$ cat src/rtl/ft_async_tx.sv
// Transmit half of the FT2232H asynchronous 245-FIFO interface: buffers bytes
// from the uP side and drains them with timed WR_N strobes while TXE_N allows.
module ft_async_tx #(
  parameter int unsigned DATA        = 8,
  parameter int unsigned ADDR        = 4,
  parameter int unsigned SETUP_CYC   = 1,
  parameter int unsigned PULSE_CYC   = 6,
  parameter int unsigned HOLD_CYC    = 1,
  parameter int unsigned RECOVER_CYC = 3
) (
  input  logic            clk,
  input  logic            rst,
  input  logic            ext_wr,
  input  logic [DATA-1:0] ext_wr_data,
  output logic            ext_wr_full,
  output logic            ext_wr_overflow,
  output logic            ft_busy,
  input  logic            TXE_N,
  output logic            WR_N,
  output logic [DATA-1:0] ft_wr_data,
  output logic            ft_wr_oe
);

  localparam int unsigned DEPTH = 1 << ADDR;
  localparam int unsigned CW    = ADDR + 1;
  localparam int unsigned TW    = 8;

  typedef enum logic [2:0] {IDLE, SETUP, STROBE, HOLD, RECOVER} state_t;

  state_t            state, state_nxt;
  logic [TW-1:0]     tmr, tmr_nxt;
  logic              txe_m, txe_s;
  logic [DATA-1:0]   mem [DEPTH];
  logic [ADDR-1:0]   wr_ptr, rd_ptr;
  logic [CW-1:0]     count, count_nxt;
  logic              push_ok, pop;
  logic              wr_n_nxt, oe_nxt, busy_nxt;
  logic [DATA-1:0]   data_nxt;

  // Space check uses the registered count only; a same-cycle pop frees nothing.
  assign push_ok = ext_wr && (count < CW'(DEPTH));

  always_comb begin
    state_nxt = state;
    tmr_nxt   = tmr;
    pop       = 1'b0;
    unique case (state)
      IDLE: begin
        if ((count != '0) && !txe_s) begin
          pop       = 1'b1;
          state_nxt = SETUP;
          tmr_nxt   = TW'(SETUP_CYC - 1);
        end
      end
      SETUP: begin
        if (tmr == '0) begin
          state_nxt = STROBE;
          tmr_nxt   = TW'(PULSE_CYC - 1);
        end else begin
          tmr_nxt = tmr - TW'(1);
        end
      end
      STROBE: begin
        if (tmr == '0) begin
          state_nxt = HOLD;
          tmr_nxt   = TW'(HOLD_CYC - 1);
        end else begin
          tmr_nxt = tmr - TW'(1);
        end
      end
      HOLD: begin
        if (tmr == '0) begin
          state_nxt = RECOVER;
          tmr_nxt   = TW'(RECOVER_CYC - 1);
        end else begin
          tmr_nxt = tmr - TW'(1);
        end
      end
      RECOVER: begin
        if (tmr == '0) begin
          state_nxt = IDLE;
          tmr_nxt   = '0;
        end else begin
          tmr_nxt = tmr - TW'(1);
        end
      end
      default: begin
        state_nxt = IDLE;
        tmr_nxt   = '0;
      end
    endcase

    unique case ({push_ok, pop})
      2'b10:   count_nxt = count + CW'(1);
      2'b01:   count_nxt = count - CW'(1);
      default: count_nxt = count;
    endcase

    // Outputs are registered from the next state so they align with it.
    wr_n_nxt = (state_nxt != STROBE);
    oe_nxt   = (state_nxt == SETUP) || (state_nxt == STROBE) || (state_nxt == HOLD);
    busy_nxt = (state_nxt != IDLE);
    data_nxt = pop ? mem[rd_ptr] : ft_wr_data;
  end

  always_ff @(posedge clk) begin
    if (rst) begin
      state           <= IDLE;
      tmr             <= '0;
      txe_m           <= 1'b1;
      txe_s           <= 1'b1;
      wr_ptr          <= '0;
      rd_ptr          <= '0;
      count           <= '0;
      ext_wr_full     <= 1'b0;
      ext_wr_overflow <= 1'b0;
      ft_busy         <= 1'b0;
      WR_N            <= 1'b1;
      ft_wr_oe        <= 1'b0;
      ft_wr_data      <= '0;
    end else begin
      state           <= state_nxt;
      tmr             <= tmr_nxt;
      txe_m           <= TXE_N;
      txe_s           <= txe_m;
      count           <= count_nxt;
      ext_wr_full     <= (count_nxt == CW'(DEPTH));
      ext_wr_overflow <= ext_wr && !push_ok;
      ft_busy         <= busy_nxt;
      WR_N            <= wr_n_nxt;
      ft_wr_oe        <= oe_nxt;
      ft_wr_data      <= data_nxt;
      if (push_ok) wr_ptr <= wr_ptr + ADDR'(1);
      if (pop)     rd_ptr <= rd_ptr + ADDR'(1);
    end
  end

  // Storage array carries no reset; validity is tracked by count.
  always_ff @(posedge clk) begin
    if (push_ok) mem[wr_ptr] <= ext_wr_data;
  end

endmodule

$ cat config.mk
export PLATFORM = sky130hd
export DESIGN_NAME = ft_async_tx
export DESIGN_NICKNAME = d
export VERILOG_FILES = /design/src/rtl/ft_async_tx.sv
export SDC_FILE = /design/constraint.sdc
export NUM_CORES = 1
export LEC_CHECK = 0
export ABC_AREA = 1
export ABC_CLOCK_PERIOD_IN_PS = 2500
export CAP_MARGIN = 30
export CORE_ASPECT_RATIO = 0.9
export CORE_UTILIZATION = 63
export CTS_BUF_LIST = sky130_fd_sc_hd__clkbuf_8
export DETAILED_ROUTE_END_ITERATION = 8
export PLACE_DENSITY = 0.82
export SYNTH_ARGS = -nofsm -noshare
export SYNTH_HDL_FRONTEND = slang
export SYNTH_SLANG_ARGS = --single-unit
$ cat constraint.sdc
create_clock -name clk -period 2.5 [get_ports clk]
set_input_delay 0.5 -clock clk [delete_from_list [all_inputs] [get_ports clk]]
set_output_delay 0.5 -clock clk [all_outputs]
set_load 0.03 [all_outputs]
==> results of run 1 <==
==> flip-flops by register name, indices dropped and copies added, names as in the netlist <==
name             cells
wr_ptr               4
state                3
count                5
txe_m                1
ext_wr_overflow      1
tmr                  8
WR_N                 1
rd_ptr               4
ft_wr_data           8
ext_wr_full          1
ft_wr_oe             1
mem                128
ft_busy              1
txe_s                1
==> area by class of cell <==
| cell class | count | share of cell area [%] |
|---|---|---|
| clock buffers | 19 | 3.39 |
| clock inverters | 13 | 1.51 |
| inverters | 47 | 2.29 |
| multi-input cells | 362 | 25.0 |
| flip-flops and latches | 167 | 60.0 |
| well taps | 129 | 2.09 |
| repair buffers | 51 | 5.74 |
==> metrics by stage <==
step	hold WS [ns]	instances	setup slack [ns]	util, %
final	0.429	788	0.421	74.0
after floorplan	0.389	605	0.641	-
after CTS	0.429	788	0.434	74.0
after detailed placement	0.399	756	0.0140	70.4
after global routing	0.445	788	0.245	74.0
after global placement	0.397	756	0.120	70.4
==> critical path, stage by stage (launching register included) <==
cell	delay [ns]
sky130_fd_sc_hd__dfxtp_1	0.31
sky130_fd_sc_hd__inv_2	0.11
sky130_fd_sc_hd__nand2_4	0.08
sky130_fd_sc_hd__nor2_4	0.14
sky130_fd_sc_hd__nand3_4	0.16
sky130_fd_sc_hd__nor2_4	0.14
sky130_fd_sc_hd__nand2_1	0.06
sky130_fd_sc_hd__nand2_1	0.08
sky130_fd_sc_hd__ha_1	0.15
sky130_fd_sc_hd__a21oi_1	0.06
sky130_fd_sc_hd__inv_1	0.09
sky130_fd_sc_hd__nand3_1	0.12
sky130_fd_sc_hd__o21ai_2	0.17
sky130_fd_sc_hd__nand3_1	0.09
sky130_fd_sc_hd__nand2_1	0.09
sky130_fd_sc_hd__nand3_2	0.07
sky130_fd_sc_hd__nor2_1	0.09
==> cells in the mapped netlist <==
master,n
sky130_fd_sc_hd__o22ai_1,13
sky130_fd_sc_hd__o221ai_1,20
sky130_fd_sc_hd__clkbuf_1,21
sky130_fd_sc_hd__nor4_1,1
sky130_fd_sc_hd__nor3_1,3
sky130_fd_sc_hd__ha_1,9
sky130_fd_sc_hd__xor2_1,3
sky130_fd_sc_hd__o21a_1,1
sky130_fd_sc_hd__nand3_4,1
sky130_fd_sc_hd__a221oi_1,1
sky130_fd_sc_hd__nand2_4,1
sky130_fd_sc_hd__o21ai_0,68
sky130_fd_sc_hd__buf_2,3
sky130_fd_sc_hd__inv_2,7
sky130_fd_sc_hd__nand4_2,1
sky130_fd_sc_hd__o21ai_1,9
sky130_fd_sc_hd__nand4_1,4
sky130_fd_sc_hd__a21oi_1,15
sky130_fd_sc_hd__nor2_1,109
sky130_fd_sc_hd__o211ai_1,21
sky130_fd_sc_hd__nand3b_1,1
sky130_fd_sc_hd__edfxtp_1,128
sky130_fd_sc_hd__nand3_1,25
sky130_fd_sc_hd__nor2_2,2
sky130_fd_sc_hd__inv_1,39
sky130_fd_sc_hd__dfxtp_1,39
sky130_fd_sc_hd__o21ai_2,2
sky130_fd_sc_hd__nand2_2,3
sky130_fd_sc_hd__nand3_2,2
sky130_fd_sc_hd__nor2_4,2
sky130_fd_sc_hd__or2_2,3
sky130_fd_sc_hd__buf_4,5
sky130_fd_sc_hd__nand2_1,42
sky130_fd_sc_hd__clkinv_1,1
==> cell families after synthesis <==
logic type,Yosys count,share of synthesized area (%)
compound gates,150,13.2
xor+xnor,3,0.383
flops,167,67.4
buf+inv,76,4.49
fa+ha+maj,9,1.64
simple gates,200,12.8
==> worst min path at each step <==
stage / to / startpoint / slack [ns] / cells after the start
2_1_floorplan: txe_s / txe_m / 0.39 / 1
3_3_place_gp: txe_s / txe_m / 0.40 / 1
3_5_place_dp: txe_s / txe_m / 0.40 / 1
4_1_cts: txe_s / txe_m / 0.43 / 1
5_1_grt: txe_s / txe_m / 0.45 / 1
6_report: txe_s / txe_m / 0.43 / 1
==> power by group through the flow <==
stage | Combinational, uW | Clock (uW) | Sequential, uW
after detailed placement | 1010 | 0 | 3240
after floorplan | 691 | 0 | 3260
final | 1020 | 1830 | 3180
after CTS | 1010 | 1840 | 3170
after global routing | 1140 | 1970 | 3190
after global placement | 960 | 0 | 3230
==> layer usage <==
layer	part of all wire, %	global-route usage [%]
met5	0	0
met4	2.0	12.4
met3	9.2	7.28
met2	48	45.1
met1	41	37.5
==> results.txt, run 1 <==
The overall die area is 11300 um2. The count of input and output buffers came out at 24. The register bit total from synthesis is 167. The type of the most critical hold path was reg -> reg.

The tools report the element type at the critical path end as a flop. Clock latency on the worst-skew pair, taken at its later pin, is 0.44 ns. For the core outline area, the log shows 10400 um2.

Max-cap violations in this run came to 0. The cell row count came out at 35. Setup repair after global routing left no endpoint under its margin. In this run the worst path has a maximum fanout of 7.

The total power draw is 6030 uW. In this run the cell area measured after placement is 7330 um2. Per report_power, the sequential group accounts for 52.7% of the total. The H-tree was split into 4 levels. After synthesis, flip-flops and latches occupy 67.4% of the total area. From left edge to right edge, the die measures 112 um.

The number of hold buffers added after cts is 0, and the leakage power is 0.00276 uW. The final antenna-violating net count was 0; the overall die height was 101 um. The top cell types in the final layout, fill and taps aside, are sky130_fd_sc_hd__edfxtp_1, sky130_fd_sc_hd__nor2_1, sky130_fd_sc_hd__o21ai_0. In the routed design, unresolved DRC markers number 0. The power per standard cell area was 782 nW/um2. The final-report hold violation count is 0. Initial antenna violation count: 0.

The finished cells cover 7710 um2. At the worst endpoint, the required time is 2.87 ns. TritonCTS built the clock tree.

The internal power of the cells totals 4300 uW. The tools report the startpoint type of the worst setup path as a flop. Gate count after technology mapping: 605. The tools report the number of gates resized after cts as 0. Leaving out fill and tap cells, the most frequent cell in the layout is sky130_fd_sc_hd__edfxtp_1. The worst vdd rail ir drop was 0.000702 V; the synthesis warning total was 0.

The tools report the worst setup path endpoint as ext_wr_full. Global routing used 28.4% of the available tracks. The run gives 4848 as the number of vias in the routed layout. The average instance area after synthesis works out to 11.3 um2. In this run, the number of DRC markers left after iteration 0 of detailed routing was 475. Setup violations remaining at the end of the flow were counted as 0. Counting the buffers created by CTS gives 17.

Detailed-routing iteration count for the pre-antenna-repair pass: 5. Data arrives at the worst endpoint at 2.45 ns. In the final layout, the multi-input gates occupy 1930 um2.

In the final design database the tool counted 667 nets. Once the floorplan was initialized, standard cells occupied 65.8% of the core. Headroom to the max-slew limit came out at 50.7%.

The number of antenna diodes in the final layout is 0. Summing all flip-flop and latch instances after layout gives 4630 um2. For the synthesized netlist net count, the log shows 626. Entering global routing, the biggest net connects 37 pins. Wire length after detailed routing: 14.9 mm. Of the available clock period, the critical path in the final layout requires 83.2%. The root buffer cell chosen for the clock tree is sky130_fd_sc_hd__clkbuf_8.

For the number of clock sinks, the log shows 167. In the final routed layout, each cell accounts on average for 18.9 um. The worst register-to-register path begins at state[0]. Clock period minus worst slack: 2.08 ns.

The ratio of cells with drive above 1 in the final layout is 12.6%. Static timing analysis puts the maximum clock frequency at 0.481 GHz. The longest clock path from root to sink contains 2 buffers. The kind of critical path was reg -> reg. Library cell with the largest summed area after synthesis: sky130_fd_sc_hd__edfxtp_1. Sorting the synthesized cells by area gives the leading types as sky130_fd_sc_hd__edfxtp_1, sky130_fd_sc_hd__dfxtp_1, sky130_fd_sc_hd__nor2_1. The number of global-route vias before repair is 4593, and the total I/O pin count is 25. The run finished with clean final reports.

The run gives 0 as the global-route congestion overflow total. The post-route clock skew was 0.0138 ns; the area of the mapped netlist was 6860 um2. Per report_power, the clock group accounts for 30.4% of the total. Combinational logic is responsible for 16.9% of the overall power.

Measured in cells, the most critical reg-to-reg path has a length of 16. The clock-pin slew reported for the worst setup and hold paths after clock tree synthesis was 0.08 ns. The number of pins exceeding their max-slew limit in the final report came out at 0. In this run, distinct cell masters in the synthesized netlist total 34. The first-pass GRT wire length is 23.6 mm. Net switching is 28.7% of the power.

The layout overhead on the synthesized area works out to 12.4%. The run gives 9.67 mm as the detailed placer's ending HPWL. The final sum of negative setup slack came out at 0 ns. For the slack of the worst reg-to-reg path, the log shows 0.42 ns. The routed via count divided by cell count was 6.15; the top cell type's share of synthesized area was 56.0%.

The startpoint of the worst setup timing path is state[0]. Buffers added to address setup during post-CTS repair amount to 0. The slew at the pin with the worst max-slew slack is 0.737 ns. At the end of routability-driven placement, the weighted congestion stood at 0.963. Capturing point of the worst reg2reg path: ext_wr_full. For the filler cell count, the log shows 639. Summed over all nets, the switching power comes to 1730 uW.
Power figures use the tool's default switching activity.
==> inputs of run 2 (changes only) <==
Settings changed: ABC_CLOCK_PERIOD_IN_PS 2500 to 1950.
Clock period 2.5 ns to 1.95 ns, I/O delays scaled along.
==> results.txt, run 2 (synthesized netlist as in run 1, its figures left out) <==
The master cell of the clock root buffer was sky130_fd_sc_hd__clkbuf_8. The leakage power came out at 0.00288 uW (+4.1%). By startpoint and endpoint, the worst setup path is classified as reg -> reg.

The largest register by flop count was mem. The least setup slack across all paths after layout is -0.0595 ns (-0.480 ns). The run gives 0 (unchanged) as the final antenna diode count.

The slew at the pin with the worst max-slew slack was 0.756 ns (+0.0187 ns); the number of vias in the routed layout was 4959 (+2.3%). The logs give 49.5% (-1.3 points) for the headroom to the max-slew limit and 11300 um2 (unchanged) for the overall die area. The number of buffers between clock root and the deepest sink is 2 (unchanged), and the H-tree level count is 4 (unchanged).

The largest registers in the layout are mem: 128 flops, ft_wr_data: 8 flops, tmr: 8 flops. In this run the critical register-to-register path is captured at ext_wr_full. The number of DRC markers in iteration 0 is 497 (+4.6%). The worst setup path endpoint is ext_wr_full.

The arrival time reported for the critical path endpoint is 2.39 ns (-0.06 ns), and the routability congestion estimate from global placement is 0.851 (-12%). The logs give 35 (-5.4%) for the maximum number of pins on one net before global-route repair and 0 (unchanged) for the remaining design rule violation count. The number of pins exceeding their max-slew limit in the final report was 0 (unchanged). The slack of the worst reg-to-reg path is -0.06 ns (-0.48 ns). The total routing resource utilization after global routing is 28.7% (+0.36 points), and the number of flip-flops under the largest register name is 128 (unchanged). The width of the die was 112 um (unchanged); the multi-input combinational cell area was 1960 um2 (+1.5%). The global-route congestion overflow total was 0 (unchanged); the starting density of the core was 65.8% (unchanged). The count of input and output buffers was 24 (unchanged). The worst register-to-register path begins at state[1]. Startpoint type of the worst setup path: a flop.

The number of clock sinks is 167 (unchanged), and the setup-violating endpoint count in the final report is 1 (+1). The met2 usage in global routing came out at 46.4% (+1.4 points). The met1 track utilization from global routing is 37.1% (-0.45 points).

For the register cell area after layout, the log shows 4630 um2 (about the same). The peak fanout along the critical path is 4 (-3), and the post-route clock skew is 0.0111 ns (-0.00270 ns). The run gives 35 (unchanged) as the cell row count. The checks that failed: setup timing.

TritonCTS built the clock tree. The first-pass GRT wire length was 23.8 mm (+0.76%). The final-report hold violation count was 0 (unchanged); the maximum operating frequency was 0.498 GHz (+3.5%). The run finished, with violations left. For the final net count, the log shows 690 (+3.4%). Element type at the critical path end: a flop. Startpoint of the worst setup timing path: state[1].

The power per standard cell area works out to 989 nW/um2 (+26%). The library cell used most frequently in the layout, excluding fill and tap cells, is sky130_fd_sc_hd__edfxtp_1. The endpoint required time on the critical path was 2.33 ns (-0.54 ns). From synthesis to final layout, the design area changed by 15.8%.

In this run the most used layer during global routing was met2. For the worst vdd rail ir drop, the log shows 0.00101 V (+44%). In the layout the commonest cells are sky130_fd_sc_hd__edfxtp_1, sky130_fd_sc_hd__nor2_1, sky130_fd_sc_hd__o21ai_0.

The number of buffers created by CTS was 17 (unchanged); the overall die height was 101 um (unchanged). The share of the clock period used by the worst path is 103% (+20 points), and the ratio of cells with drive above 1 in the final layout is 16.2% (+3.6 points). The detailed placer's ending HPWL came out at 9.86 mm (+2.0%). For the clock latency on the worst-skew pair, the log shows 0.45 ns (about the same). The worst hold path belongs to the class reg -> reg.

Setup repair after global routing could not meet its margin everywhere. The core outline area is 10400 um2 (unchanged), and the routed via count divided by cell count is 6.12 (-0.49%). The depth of the worst register-to-register path was 16 (unchanged); the final antenna-violating net count was 0 (unchanged). The wire length after detailed routing is 15.3 mm (+2.3%). The run gives 25 (unchanged) as the total I/O pin count. The detailed-route wire length per cell came out at 18.9 um (-0.43%).

The filler cell count is 626 (-2.0%). For the initial antenna violation count, the log shows 0 (unchanged). The setup slack at placement is -0.336 ns (-0.350 ns), and the global routing met3 resource utilization is 6.13% (-1.1 points). The clock period minus worst slack was 2.01 ns (-0.0695 ns); the detailed-routing iteration count for the pre-antenna-repair pass was 5 (unchanged). The worst hold slack was 0.414 ns (-0.0143 ns). The number of global-route vias before repair was 4695 (+2.2%).

The clock-pin slew reported for the worst setup and hold paths after clock tree synthesis is 0.08 ns (about the same). The number of violations of the max-capacitance limit was 0 (unchanged).
==> run 2: repair_timing <==
item,CTS,global route
setup buffers,0,8
setup endpoints to repair,0,3
hold buffers,0,0
gates resized for setup,0,8
==> run 2: stage by stage <==
stage	util [%]	cells	cell area, um2	TNS [ns]	power (uW)
after floorplan	-	605	6860	0	5070
after global placement	71.8	771	7480	-1.16	5440
after detailed placement	71.8	771	7480	-5.71	5510
after CTS	75.4	802	7860	0	7790
after global routing	76.2	810	7950	-0.340	8160
final	76.2	810	7950	-0.0595	7850
==> run 2: how the worst min path moves through the flow <==
stage / depth (start not counted) / from / end
floorplan: 1 / txe_m / txe_s
global placement: 1 / txe_m / txe_s
detailed placement: 1 / txe_m / txe_s
CTS: 1 / txe_m / txe_s
global route: 1 / txe_m / txe_s
finish: 1 / txe_m / txe_s
==> run 2: critical path, cell delays in order (launching register included) <==
cell	delay, ns
sky130_fd_sc_hd__dfxtp_2	0.34
sky130_fd_sc_hd__inv_2	0.08
sky130_fd_sc_hd__nand2_4	0.07
sky130_fd_sc_hd__nor2_4	0.15
sky130_fd_sc_hd__nand3_4	0.11
sky130_fd_sc_hd__nor2_4	0.13
sky130_fd_sc_hd__nand2_2	0.07
sky130_fd_sc_hd__nand2_2	0.10
sky130_fd_sc_hd__ha_4	0.13
sky130_fd_sc_hd__a21oi_2	0.03
sky130_fd_sc_hd__inv_1	0.10
sky130_fd_sc_hd__nand3_2	0.09
sky130_fd_sc_hd__o21ai_2	0.16
sky130_fd_sc_hd__nand3_1	0.08
sky130_fd_sc_hd__nand2_1	0.09
sky130_fd_sc_hd__nand3_2	0.07
sky130_fd_sc_hd__nor2_1	0.12
==> run 2: final cells by class <==
class                      instances  share of cell area (%)
tap                              129                    2.03
sequential                       167                    58.2
multi-input combinational        362                    24.6
clock inverter                    14                    1.73
clock buffer                      17                    2.94
inverter                          47                    2.22
timing repair buffer              74                    8.22
==> run 2: report_power, final <==
group | switching, uW | internal, uW | total [uW] | leakage (uW)
Combinational | 924 | 529 | 1450 | 0.00122
Clock | 1220 | 1120 | 2340 | 0.000184
Sequential | 86.1 | 3980 | 4060 | 0.00147
Total | 2230 | 5620 | 7850 | 0.00288
==> run 2: routing by layer <==
| layer | routed length (um) | vias to the layer above |
|---|---|---|
| li1 | - | 2300 |
| met1 | 6010 | 2353 |
| met2 | 7420 | 262 |
| met3 | 1270 | 44 |
| met4 | 571 | 0 |
| met5 | 0 | - |
